$ cat config.mk
export PLATFORM = sky130hd
export DESIGN_NAME = tlc_demand_detector_flat
export DESIGN_NICKNAME = d
export VERILOG_FILES = /design/src/rtl/tlc_pkg.sv /design/src/rtl/tlc_demand_detector_if.sv /design/src/rtl/tlc_sensor_channel.sv /design/src/rtl/tlc_demand_detector.sv /design/src/flat_wrapper.sv
export SDC_FILE = /design/constraint.sdc
export NUM_CORES = 1
export LEC_CHECK = 0
export CORE_MARGIN = 1
export CORE_UTILIZATION = 57
export CTS_CLUSTER_DIAMETER = 150
export CTS_CLUSTER_SIZE = 10
export DETAILED_ROUTE_END_ITERATION = 10
export GPL_ROUTABILITY_DRIVEN = 0
export HOLD_SLACK_MARGIN = 0.12
export PLACE_DENSITY_LB_ADDON = 0.12
export SETUP_SLACK_MARGIN = 0.5
export SLEW_MARGIN = 15
export SYNTH_ARGS = -nofsm -noshare
export SYNTH_HDL_FRONTEND = slang
export SYNTH_SLANG_ARGS = --single-unit
$ cat constraint.sdc
create_clock -name clk -period 2.6 [get_ports clk]
set_clock_uncertainty 0.15 [all_clocks]
set_input_delay 0.52 -clock clk [delete_from_list [all_inputs] [get_ports clk]]
set_output_delay 0.52 -clock clk [all_outputs]
set_load 0.02 [all_outputs]
$ cat src/rtl/tlc_pkg.sv
// Shared types and defaults for the traffic-light demand detector.
// Vehicle counting is enabled by TLC_VEHICLE_COUNT_EN.
package tlc_pkg;

  typedef enum logic [1:0] {
    IDLE    = 2'd0,
    QUAL    = 2'd1,
    LATCHED = 2'd2
  } sensor_state_t;

  localparam int DEBOUNCE_CYCLES_DEF = 8;
  localparam int CNT_W_DEF           = 8;

  function automatic bit cfg_ok(int db, int cw);
    return (db >= 2) && (db <= 255) && (cw >= 1);
  endfunction

endpackage

$ cat src/rtl/tlc_demand_detector_if.sv
// Sensor/served inputs and demand outputs of the demand detector.
// Count signals exist only with TLC_VEHICLE_COUNT_EN.
interface tlc_demand_detector_if #(
  parameter int CNT_W = tlc_pkg::CNT_W_DEF
) ();

  logic main_sensor_raw;
  logic side_sensor_raw;
  logic main_served;
  logic side_served;
  logic main_road_traffic;
  logic side_road_traffic;
`ifdef TLC_VEHICLE_COUNT_EN
  logic [CNT_W-1:0] main_vehicle_count;
  logic [CNT_W-1:0] side_vehicle_count;
`endif

  modport master (
    output main_sensor_raw,
    output side_sensor_raw,
    output main_served,
    output side_served,
    input  main_road_traffic,
    input  side_road_traffic
`ifdef TLC_VEHICLE_COUNT_EN
    ,
    input  main_vehicle_count,
    input  side_vehicle_count
`endif
  );

  modport slave (
    input  main_sensor_raw,
    input  side_sensor_raw,
    input  main_served,
    input  side_served,
    output main_road_traffic,
    output side_road_traffic
`ifdef TLC_VEHICLE_COUNT_EN
    ,
    output main_vehicle_count,
    output side_vehicle_count
`endif
  );

endinterface

$ cat src/rtl/tlc_sensor_channel.sv
// One sensor lane: synchronizer, debounce FSM, optional vehicle counter.
// Vehicle counter present only with TLC_VEHICLE_COUNT_EN.
module tlc_sensor_channel
  import tlc_pkg::*;
#(
  parameter int DEBOUNCE_CYCLES = DEBOUNCE_CYCLES_DEF,
  parameter int CNT_W           = CNT_W_DEF
) (
  input  logic             clk,
  input  logic             rst,
  input  logic             sensor_raw,
  input  logic             served,
`ifdef TLC_VEHICLE_COUNT_EN
  output logic [CNT_W-1:0] vehicle_count,
`endif
  output logic             demand
);

  localparam int QW = $clog2(DEBOUNCE_CYCLES + 1);
  localparam logic [QW-1:0] DB = QW'(DEBOUNCE_CYCLES);

  if (!cfg_ok(DEBOUNCE_CYCLES, CNT_W)) begin : g_cfg_err
    $error("tlc_sensor_channel: bad parameters");
  end

  logic [1:0]    sync_q;
  logic          sync;
  sensor_state_t state_q, state_d;
  logic [QW-1:0] qcnt_q, qcnt_d;
`ifdef TLC_VEHICLE_COUNT_EN
  logic [CNT_W-1:0] vcnt_q, vcnt_d;
`endif

  assign sync   = sync_q[1];
  assign demand = (state_q == LATCHED);

  always_ff @(posedge clk) begin
    if (!rst) begin
      sync_q  <= '0;
      state_q <= IDLE;
      qcnt_q  <= '0;
`ifdef TLC_VEHICLE_COUNT_EN
      vcnt_q  <= '0;
`endif
    end else begin
      sync_q  <= {sync_q[0], sensor_raw};
      state_q <= state_d;
      qcnt_q  <= qcnt_d;
`ifdef TLC_VEHICLE_COUNT_EN
      vcnt_q  <= vcnt_d;
`endif
    end
  end

  // served is only honoured in LATCHED so a demand is never lost
  always_comb begin
    state_d = state_q;
    qcnt_d  = qcnt_q;
`ifdef TLC_VEHICLE_COUNT_EN
    vcnt_d  = vcnt_q;
`endif
    unique case (state_q)
      IDLE: begin
        if (sync) begin
          state_d = QUAL;
          qcnt_d  = QW'(1);
        end
      end
      QUAL: begin
        if (!sync) begin
          state_d = IDLE;
          qcnt_d  = '0;
        end else if (qcnt_q == DB) begin
          state_d = LATCHED;
          qcnt_d  = '0;
`ifdef TLC_VEHICLE_COUNT_EN
          if (vcnt_q != '1)
            vcnt_d = vcnt_q + 1'b1;
`endif
        end else begin
          qcnt_d = qcnt_q + 1'b1;
        end
      end
      LATCHED: begin
        if (served)
          state_d = IDLE;
      end
      default: begin
        state_d = IDLE;
        qcnt_d  = '0;
      end
    endcase
  end

`ifdef TLC_VEHICLE_COUNT_EN
  assign vehicle_count = vcnt_q;
`endif

endmodule

$ cat src/rtl/tlc_demand_detector.sv
// Debounced main/side road demand for the traffic-light controller.
// Define TLC_VEHICLE_COUNT_EN to add per-road vehicle counters.
module tlc_demand_detector
  import tlc_pkg::*;
#(
  parameter int DEBOUNCE_CYCLES = DEBOUNCE_CYCLES_DEF,
  parameter int CNT_W           = CNT_W_DEF
) (
  input logic                 clk,
  input logic                 rst,
  tlc_demand_detector_if.slave bus
);

  if (!cfg_ok(DEBOUNCE_CYCLES, CNT_W)) begin : g_cfg_err
    $error("tlc_demand_detector: bad parameters");
  end

  tlc_sensor_channel #(
    .DEBOUNCE_CYCLES (DEBOUNCE_CYCLES),
    .CNT_W           (CNT_W)
  ) u_main (
    .clk           (clk),
    .rst           (rst),
    .sensor_raw    (bus.main_sensor_raw),
    .served        (bus.main_served),
`ifdef TLC_VEHICLE_COUNT_EN
    .vehicle_count (bus.main_vehicle_count),
`endif
    .demand        (bus.main_road_traffic)
  );

  tlc_sensor_channel #(
    .DEBOUNCE_CYCLES (DEBOUNCE_CYCLES),
    .CNT_W           (CNT_W)
  ) u_side (
    .clk           (clk),
    .rst           (rst),
    .sensor_raw    (bus.side_sensor_raw),
    .served        (bus.side_served),
`ifdef TLC_VEHICLE_COUNT_EN
    .vehicle_count (bus.side_vehicle_count),
`endif
    .demand        (bus.side_road_traffic)
  );

endmodule

$ cat src/flat_wrapper.sv
// flat-port wrapper written by rule: the top's interface ports become plain ports
module tlc_demand_detector_flat import tlc_pkg::*;
#(
  parameter int DEBOUNCE_CYCLES = DEBOUNCE_CYCLES_DEF,
  parameter int CNT_W           = CNT_W_DEF
)
  (clk, rst, bus_main_sensor_raw, bus_side_sensor_raw, bus_main_served, bus_side_served, bus_main_road_traffic, bus_side_road_traffic);
  tlc_demand_detector_if #(.CNT_W(CNT_W)) bus_i ();
  input logic clk;
  input logic rst;
  input wire logic [$bits(bus_i.main_sensor_raw)-1:0] bus_main_sensor_raw;
  input wire logic [$bits(bus_i.side_sensor_raw)-1:0] bus_side_sensor_raw;
  input wire logic [$bits(bus_i.main_served)-1:0] bus_main_served;
  input wire logic [$bits(bus_i.side_served)-1:0] bus_side_served;
  output wire logic [$bits(bus_i.main_road_traffic)-1:0] bus_main_road_traffic;
  output wire logic [$bits(bus_i.side_road_traffic)-1:0] bus_side_road_traffic;
  assign bus_i.main_sensor_raw = bus_main_sensor_raw;
  assign bus_i.side_sensor_raw = bus_side_sensor_raw;
  assign bus_i.main_served = bus_main_served;
  assign bus_i.side_served = bus_side_served;
  assign bus_main_road_traffic = bus_i.main_road_traffic;
  assign bus_side_road_traffic = bus_i.side_road_traffic;
  tlc_demand_detector #(.DEBOUNCE_CYCLES(DEBOUNCE_CYCLES), .CNT_W(CNT_W)) u_core (.clk(clk), .rst(rst), .bus(bus_i));
endmodule
==> results.py, run 1 <==
metrics = {
    "sta": {
        "hold_slack_ns": 0.2821,
        "slew_viol_final": 0,
        "worst_pin_slew_ns": 0.5477,
        "final_min_period_over_clock_period_pct": 73.51,
        "layout_min_cycle_time_ns": 1.911,
        "grt_setup_unrepaired": "false",
        "setup_total_negative_slack_ns": 0,
        "maxClockFrequency_ghz": 0.5232,
        "finalSetupViolCount": 0,
        "timing.max_slew.rel_slack_pct": 63.37,
        "final-hold-violation-count": 0,
    },
    "power_and_ir_drop": {
        "post-layout-total-power_uw": 444.7,
        "power.density_cell_area_mw_per_mm2": 509.2,
        "power_leakage_nw": 0.3543,
        "worst_ir_drop_vdd_uv": 399.3,
    },
    "yosys": {
        "synth_async_sr_flop_share_pct": 0,
        "yosys.area.top_type": "sky130_fd_sc_hd__dfxtp_1",
        "synthesis.area_per_instance_um2": 9.515,
        "edff_count_synth": 0,
        "seq_area_frac_synth_pct": 41.56,
        "synth_top_cell_area_share_pct": 41.56,
        "yosys_warnings": 0,
        "post_synth_main_area_contributors": "sky130_fd_sc_hd__dfxtp_1 (42%), sky130_fd_sc_hd__ha_1 (6.5%), sky130_fd_sc_hd__and2_1 (4.1%)",
        "mappedNetlistArea_um2": 770.7,
        "synth.lib_cells_used.distinct": 28,
        "synth_ff_type": "sky130_fd_sc_hd__dfxtp_1",
        "postSynthNetCount": 91,
        "yosys_register_bits": 16,
        "synth_top_cells_by_count": "sky130_fd_sc_hd__dfxtp_1 (16), sky130_fd_sc_hd__and2_1 (5), sky130_fd_sc_hd__nand3_1 (5), sky130_fd_sc_hd__nor3_1 (5)",
        "syn-instance-count": 81,
        "yosys.cell_count.top_type": "sky130_fd_sc_hd__dfxtp_1",
    },
    "routing": {
        "dr_drc_count": 0,
        "ant_nets": 0,
        "num_vias": 605,
        "detail_route.iter0.violations": 7,
        "drt_pre_antenna_iters": 3,
        "route.final.wire_length_um": 1314,
        "wire_per_inst_um": 12.88,
        "avgViaCountPerCell": 5.931,
    },
    "clocking": {
        "cts_sinks": 16,
        "clock_insertion_delay_worst_skew_ns": 0.30,
        "cts_max_path_buffers": 2,
        "cts_setup_buffers": 0,
        "clock-root-buffer": "sky130_fd_sc_hd__clkbuf_4",
        "h_tree_levels": 1,
        "tritoncts_clock_tree": "built",
        "numCtsBuffers": 3,
        "clock_pin_slew_reported_for_the_worst_setup_and_hold_paths_after_clock_tree_synthesis_ns": 0.10,
    },
    "final_layout": {
        "area_taken_by_flip_flops_and_latches_um2": 320.3,
        "diodes": 0,
        "final_cells": 102,
        "fin_nets": 99,
        "syn2layout_area_growth_pct": 13.31,
        "multi_input_area_um2": 416.7,
        "filler_cell_count": 101,
        "postLayoutCellArea_um2": 873.3,
        "final_layout_size_suffix_gt1_share_pct": 6.818,
    },
    "critical_path": {
        "path_buf_inv": 1,
        "reg2reg_setup_slack_ns": 1.05,
        "crit_path_max_fanout": 10,
        "cpLargestDelayFamily": "flip-flops",
        "timing.critical_path.from_type": "register",
        "timing.critical_path.slowest_stage_cell": "sky130_fd_sc_hd__dfxtp_1",
        "cp.arrival_ns": 1.24,
        "worst-endpoint-required_ns": 1.93,
        "critical_path.max_stage_delay_ns": 0.51,
        "timing_worst_setup_path_type": "reg2out",
        "critical_path.cell_chain": "nor2b_1 > dlygate4sd2_1",
        "worst_setup_path_end_kind": "output port",
    },
    "global_routing": {
        "grt_start_max_net_pins": 19,
        "first_global_vias": 504,
        "track_usage_pct": 21.20,
        "global_route_wire_length_before_repair_um": 2104,
        "globalRoute.totalOverflow": 0,
        "antenna_found_initial": 0,
    },
    "hold_path": {
        "timing.hold.worst.class": "reg2reg",
    },
    "floorplanning": {
        "chipHeight_um": 38.77,
        "initial_cell_density_of_the_core_pct": 64.98,
        "rows": 12,
        "die-area_mm2": 0.001503,
        "io_pins": 8,
        "die_w_um": 38.77,
        "core_area_mm2": 0.001186,
    },
    "placed_design": {
        "placement.cell_area_um2": 839.6,
        "placed_cells": 98,
        "numPortBuffers": 7,
        "hpwlAfterDp_um": 951.5,
    },
    "run_status": {
        "run_status": "finished clean",
    },
    "run": {
        "cap_viol_max_count": 0,
    },
}
==> timing repair <==
action                                  in CTS  in global routing
hold buffers                                 0                  0
gates resized for setup                      2                  0
endpoints found under the setup margin       2                  0
==> layout by cell type (no fill, tap or decap), drive strengths merged, types with 3 or more instances in the layout <==
| cell | count |
|---|---|
| dfxtp | 16 |
| nand3 | 5 |
| o21ai | 4 |
| clkbuf | 4 |
| nor2b | 3 |
| a21boi | 3 |
| nor3 | 5 |
| and3b | 3 |
| inv | 4 |
| and2 | 5 |
| nand3b | 4 |
| ha | 4 |
| clkdlybuf4s50 | 5 |
==> power by group <==
group / leakage (nW) / switching (mW) / internal [mW]
combinational: 0.203 / 0.00943 / 0.0130
clock: 0.0210 / 0.0811 / 0.0854
sequential: 0.130 / 0.00543 / 0.250
total: 0.354 / 0.0959 / 0.349
==> per-stage QoR <==
step | utilization (%) | worst slack (ns)
after floorplan | - | 1.154
after global placement | 70.78 | 0.7013
after detailed placement | 70.78 | 0.6698
after CTS | 73.63 | 0.6739
after global routing | 73.63 | 0.5740
final | 73.63 | 0.6888
==> worst paths after layout <==
kind,end,startpoint,cells past startpoint
max,bus_main_road_traffic,u_core.u_main.state_q[0],2
min,u_core.u_main.sync_q[1],u_core.u_main.sync_q[0],1
max reg2reg,u_core.u_main.qcnt_q[3],u_core.u_main.qcnt_q[0],5
min reg2reg,u_core.u_main.sync_q[1],u_core.u_main.sync_q[0],1
==> cell families (layout without fill, tap and decap cells) <==
group	Yosys count	in the layout	synth area share, %
flops	16	16	41.56
simple gates	37	37	32.63
compound gates	16	16	14.94
buf+inv	8	15	4.382
fa+ha+maj	4	4	6.494
==> area by class of cell <==
| class | instances | area share [%] |
|---|---|---|
| timing repair buffer | 7 | 7.736 |
| clock buffer | 4 | 4.155 |
| multi-input combinational | 57 | 47.71 |
| inverter | 4 | 1.719 |
| tap | 14 | 2.006 |
| sequential | 16 | 36.68 |
==> layer usage <==
layer  track usage [%]  vias up  routed length [µm]
met3             10.40        5                  77
met1             25.62      286                 664
met5                 0        -                   0
li1                  -      303                   -
met2             32.08       11                 549
met4             7.759        0                  22
==> registers in the layout, indices dropped and copies added (netlist names) <==
| name | cells |
|---|---|
| u_core.u_main.qcnt_q | 4 |
| u_core.u_main.sync_q | 2 |
| u_core.u_side.qcnt_q | 4 |
| u_core.u_side.state_q | 2 |
| u_core.u_side.sync_q | 2 |
| u_core.u_main.state_q | 2 |
Power figures use the tool's default switching activity.
==> inputs of run 2 (changes only) <==
CORE_UTILIZATION = 48   (was 57)
clock period = 1.72 ns   (was 2.6 ns; I/O delays follow)
==> run 2 against run 1 <==
Compared with the run above: first-iteration DRC count rose by 100%; sequential share of layout area fell by 8.0 points; routed wire length rose by 31%; total power rose by 46%; clock power rose by 23%; final area rose by 34%.
==> results.py, run 2 (same netlist as run 1, synthesis figures left out) <==
metrics = {
    "power_and_ir_drop": {
        "power.density_cell_area_mw_per_mm2": 554.1,
        "worst_ir_drop_vdd_uv": 423.6,
        "power_leakage_nw": 0.4691,
        "post-layout-total-power_uw": 648.9,
    },
    "clocking": {
        "hold_buffers": 0,
        "clock_pin_slew_reported_for_the_worst_setup_and_hold_paths_after_clock_tree_synthesis_ns": 0.10,
        "clock-root-buffer": "sky130_fd_sc_hd__clkbuf_4",
        "cts_max_path_buffers": 2,
        "h_tree_levels": 1,
        "clock_insertion_delay_worst_skew_ns": 0.29,
        "cts_sinks": 16,
        "numCtsBuffers": 3,
        "tritoncts_clock_tree": "built",
    },
    "critical_path": {
        "worst-endpoint-required_ns": 1.82,
        "reg2reg_from": "u_core.u_main.qcnt_q[0]",
        "timing_worst_setup_path_type": "reg2reg",
        "worst_reg2reg_path_depth": 5,
        "worst_setup_path_end_kind": "register",
        "timing.critical_path.from_type": "register",
        "setup.worst_path.end": "u_core.u_main.qcnt_q[3]",
        "reg2reg_to": "u_core.u_main.qcnt_q[3]",
        "reg2reg_setup_slack_ns": 0.32,
        "crit_path_max_fanout": 3,
        "cp.arrival_ns": 1.50,
        "cp-startpoint": "u_core.u_main.qcnt_q[0]",
    },
    "routing": {
        "ant_nets": 0,
        "num_vias": 683,
        "wire_per_inst_um": 13.71,
        "route.final.wire_length_um": 1727,
        "avgViaCountPerCell": 5.421,
        "detail_route.iter0.violations": 14,
        "dr_drc_count": 0,
        "drt_pre_antenna_iters": 4,
    },
    "floorplanning": {
        "core_area_mm2": 0.001506,
        "io_pins": 8,
        "initial_cell_density_of_the_core_pct": 51.16,
        "die_w_um": 42.07,
        "die-area_mm2": 0.001770,
        "rows": 14,
        "chipHeight_um": 42.07,
    },
    "final_layout": {
        "final_layout_size_suffix_gt1_share_pct": 51.82,
        "syn2layout_area_growth_pct": 51.95,
        "fin_util_pct": 77.74,
        "largestRegisters": "u_core.u_main.qcnt_q (4), u_core.u_side.qcnt_q (4)",
        "fin_nets": 122,
        "final_cells": 126,
        "diodes": 0,
        "layout.cells.most_common": "sky130_fd_sc_hd__buf_4",
        "layout.cells.most_common_list": "sky130_fd_sc_hd__buf_4 (20), sky130_fd_sc_hd__dfxtp_1 (8), sky130_fd_sc_hd__dfxtp_2 (6)",
    },
    "global_routing": {
        "first_global_vias": 622,
        "track_usage_pct": 20.18,
        "antenna_found_initial": 0,
        "global_route_wire_length_before_repair_um": 2711,
        "globalRoute.totalOverflow": 0,
        "grt_start_max_net_pins": 13,
    },
    "sta": {
        "final_min_period_over_clock_period_pct": 81.56,
        "maxClockFrequency_ghz": 0.7129,
        "setup_total_negative_slack_ns": 0,
        "grt_setup_unrepaired": "true",
        "finalSetupViolCount": 0,
        "timing.max_slew.rel_slack_pct": 71.99,
        "layout_min_cycle_time_ns": 1.403,
        "final_ws_setup_ns": 0.3172,
        "final-hold-violation-count": 0,
        "worst_pin_slew_ns": 0.4202,
        "slew_viol_final": 0,
    },
    "placed_design": {
        "placed_cells": 104,
        "hpwlAfterDp_um": 923.1,
        "pre_cts_slack_ns": 0.05480,
        "numPortBuffers": 7,
    },
    "hold_path": {
        "timing.hold.worst.class": "reg2reg",
        "min-delay-start": "u_core.u_side.sync_q[0]",
    },
    "run_status": {
        "run_status": "finished clean",
    },
    "run": {
        "cap_viol_max_count": 0,
    },
}
-- run 2: cell types whose count changed in the layout (fill, tap and decap cells not counted), sizes merged --
cell	delta
buf	+25
clkbuf	-1
clkdlybuf4s50	-1
dlygate4sd2	-1
-- run 2: power breakdown --
| group | internal, mW | switching (mW) | total (mW) | leakage (nW) |
|---|---|---|---|---|
| clock | 0.0816 | 0.124 | 0.205 | 0.0138 |
| sequential | 0.377 | 0.00588 | 0.383 | 0.135 |
| combinational | 0.0349 | 0.0258 | 0.0607 | 0.321 |
-- run 2: layer usage --
layer  wire length, µm  share of wire, %  GRT usage, %
met2               744                43         30.00
met3                77               4.5         3.448
met4                25               1.4         11.88
met1               880                51         27.45
met5                 0                 0             0
-- run 2: how the worst min path moves through the flow --
stage / slack [ns] / to / depth (start not counted)
global route: 0.31 / u_core.u_main.sync_q[1] / 1
finish: 0.29 / u_core.u_side.sync_q[1] / 1
detailed placement: 0.27 / u_core.u_side.sync_q[1] / 1
floorplan: 0.26 / u_core.u_main.sync_q[1] / 1
global placement: 0.27 / u_core.u_side.sync_q[1] / 1
CTS: 0.29 / u_core.u_side.sync_q[1] / 1
-- run 2: critical path, stage by stage (launching register included) --
cell                       delay (ns)
sky130_fd_sc_hd__dfxtp_4         0.37
sky130_fd_sc_hd__inv_4           0.03
sky130_fd_sc_hd__ha_4            0.14
sky130_fd_sc_hd__and3b_2         0.22
sky130_fd_sc_hd__nor4bb_2        0.29
sky130_fd_sc_hd__o31a_1          0.15
-- run 2: final cells by class --
cell class	count	area, µm²
tap	16	20.02
sequential	16	335.3
multi-input combinational	57	516.7
inverter	4	17.52
fill	105	335.3
timing repair buffer	30	259.0
clock buffer	3	22.52
-- run 2: per-stage QoR --
stage,cell area (µm²),hold WS (ns)
floorplan,784.5,0.2619
finish,1171,0.2926
global placement,885.9,0.2666
detailed placement,885.9,0.2730
global route,1171,0.3087
CTS,1089,0.2947
-- run 2: what timing repair did --
action	in CTS	in global routing
buffers inserted	13	6
hold endpoints to repair	0	0
gates cloned	0	0
resized for setup	38	9
endpoints found under the setup margin	15	14
pin swaps	6	6
==> inputs of run 3 (changes only) <==
CORE_UTILIZATION = 53   (was 48)
clock period = 1.4 ns   (was 1.72 ns; I/O delays follow)
==> run 3 against run 2 <==
Compared with the run above: the run now ends with negative setup slack left; cell count up 0.79%; final area grew 2.2%; critical path type unchanged; global-route usage is 6.7 points higher.
==> results.py, run 3 (same netlist as run 1, synthesis figures left out) <==
metrics = {
    "run_status": {
        "run_status": "finished, violations left",
        "violations_in_the_final_reports": "negative setup slack",
    },
    "power_and_ir_drop": {
        "worst_ir_drop_vdd_uv": 638.2,
        "p_int_uw": 667.6,
        "power.density_cell_area_mw_per_mm2": 715.3,
        "share_seq_of_total_power_pct": 55.3,
        "p_clk_share_pct": 35.6,
        "power_leakage_nw": 0.4830,
        "part_of_the_total_power_dissipated_in_combinational_logic_pct": 9.1,
        "power.switching_fraction_pct": 22.06,
        "switching_power_uw": 188.9,
    },
    "floorplanning": {
        "chipHeight_um": 40.14,
        "die-area_mm2": 0.001611,
        "rows": 13,
        "die_w_um": 40.14,
        "io_pins": 8,
        "initial_cell_density_of_the_core_pct": 57.79,
        "core_area_mm2": 0.001334,
    },
    "final_layout": {
        "largestRegisters": "u_core.u_main.qcnt_q (4), u_core.u_side.qcnt_q (4)",
        "syn2layout_area_growth_pct": 55.36,
        "layout.cells.most_common": "sky130_fd_sc_hd__buf_4",
        "diodes": 0,
        "final_cells": 127,
        "layout.cells.most_common_list": "sky130_fd_sc_hd__buf_4 (15), sky130_fd_sc_hd__buf_6 (11), sky130_fd_sc_hd__dfxtp_2 (8), sky130_fd_sc_hd__dfxtp_1 (8), sky130_fd_sc_hd__and2_1 (5)",
        "fin_nets": 123,
        "postLayoutCellArea_mm2": 0.001197,
        "final_layout_size_suffix_gt1_share_pct": 54.46,
    },
    "critical_path": {
        "worst-endpoint-required_ns": 1.43,
        "worst_setup_path_end_kind": "register",
        "timing_worst_setup_path_type": "reg2reg",
        "path_buf_inv": 1,
        "critical_path.max_stage_delay_ns": 0.34,
        "critical_path.cell_chain": "inv_2 > ha_1 > and3b_2 > and4b_1 > o31a_1",
        "crit_path_max_fanout": 2,
        "cpLargestDelayFamily": "simple AND/OR/NAND/NOR gates",
        "timing.critical_path.slowest_stage_cell": "sky130_fd_sc_hd__dfxtp_2",
        "timing.critical_path.from_type": "register",
        "cp.arrival_ns": 1.45,
    },
    "global_routing": {
        "antenna_found_initial": 0,
        "track_usage_pct": 26.88,
        "first_global_vias": 652,
        "grt_start_max_net_pins": 10,
        "globalRoute.totalOverflow": 0,
        "global_route_wire_length_before_repair_um": 2780,
    },
    "run": {
        "cap_viol_max_count": 0,
    },
    "placed_design": {
        "pre_cts_slack_ns": -0.1037,
        "hpwlAfterDp_um": 1150,
        "placement.cell_area_um2": 969.7,
        "numPortBuffers": 7,
        "placed_cells": 111,
    },
    "clocking": {
        "numCtsBuffers": 3,
        "cts_sinks": 16,
        "clock_insertion_delay_worst_skew_ns": 0.29,
        "clock_pin_slew_reported_for_the_worst_setup_and_hold_paths_after_clock_tree_synthesis_ns": 0.10,
        "cts_max_path_buffers": 2,
        "clock-root-buffer": "sky130_fd_sc_hd__clkbuf_4",
        "tritoncts_clock_tree": "built",
        "h_tree_levels": 1,
    },
    "sta": {
        "slew_viol_final": 0,
        "finalSetupViolCount": 1,
        "layout_min_cycle_time_ns": 1.415,
        "worst_pin_slew_ns": 0.2596,
        "grt_setup_unrepaired": "true",
        "final_ws_setup_ns": -0.01467,
        "hold_slack_ns": 0.2929,
        "final_min_period_over_clock_period_pct": 101.0,
        "timing.max_slew.rel_slack_pct": 82.69,
        "final-hold-violation-count": 0,
        "maxClockFrequency_ghz": 0.7069,
    },
    "routing": {
        "drt_pre_antenna_iters": 4,
        "ant_nets": 0,
        "detail_route.iter0.violations": 49,
        "avgViaCountPerCell": 5.866,
        "wire_per_inst_um": 17.58,
        "num_vias": 745,
        "route.final.wire_length_um": 2233,
        "dr_drc_count": 0,
    },
    "hold_path": {
        "timing.hold.worst.class": "reg2reg",
    },
}
-- run 3: power by group through the flow --
stage / Clock [mW] / Sequential (mW) / Combinational, mW
floorplan: 0 / 0.482 / 0.0369
global placement: 0 / 0.482 / 0.0622
detailed placement: 0 / 0.482 / 0.0641
CTS: 0.314 / 0.472 / 0.0714
global route: 0.334 / 0.474 / 0.0839
finish: 0.305 / 0.474 / 0.0777
-- run 3: repair_timing --
action / CTS / global route
hold buffers: 0 / 0
pin swaps: 10 / 8
resized for setup: 34 / 9
setup buffers: 8 / 4
setup endpoints to repair: 18 / 14
-- run 3: area by class of cell --
cell class	count	area, µm²
clock buffer	4	36.28
fill	57	136.4
inverter	4	15.01
multi-input combinational	57	511.7
sequential	16	330.3
tap	15	18.77
timing repair buffer	31	285.3
-- run 3: final timing paths --
check	startpoint	endpoint	slack, ns	cells after the start
worst max-delay path	u_core.u_side.qcnt_q[1]	u_core.u_side.qcnt_q[3]	-0.01	5
worst max register to register	u_core.u_side.qcnt_q[1]	u_core.u_side.qcnt_q[3]	-0.01	5
worst min register to register	u_core.u_main.sync_q[0]	u_core.u_main.sync_q[1]	0.29	1
worst min-delay path	u_core.u_main.sync_q[0]	u_core.u_main.sync_q[1]	0.29	1
-- run 3: metal layers --
layer | routed length (µm) | vias to the layer above | share of wire (%) | track usage, %
li1 | - | 352 | - | -
met1 | 982 | 356 | 44 | 32.20
met2 | 1082 | 33 | 48 | 41.53
met3 | 142 | 4 | 6.4 | 9.444
met4 | 25 | 0 | 1.1 | 14.66
met5 | 0 | - | 0 | 0
-- run 3: stage by stage --
stage	TNS [ns]	power [mW]	utilization (%)
2_1_floorplan	0	0.5185	-
3_3_place_gp	-0.3276	0.5439	72.70
3_5_place_dp	-0.6431	0.5460	72.70
4_1_cts	-0.03912	0.8575	84.43
5_1_grt	-0.1656	0.8923	89.77
6_report	-0.01467	0.8565	89.77
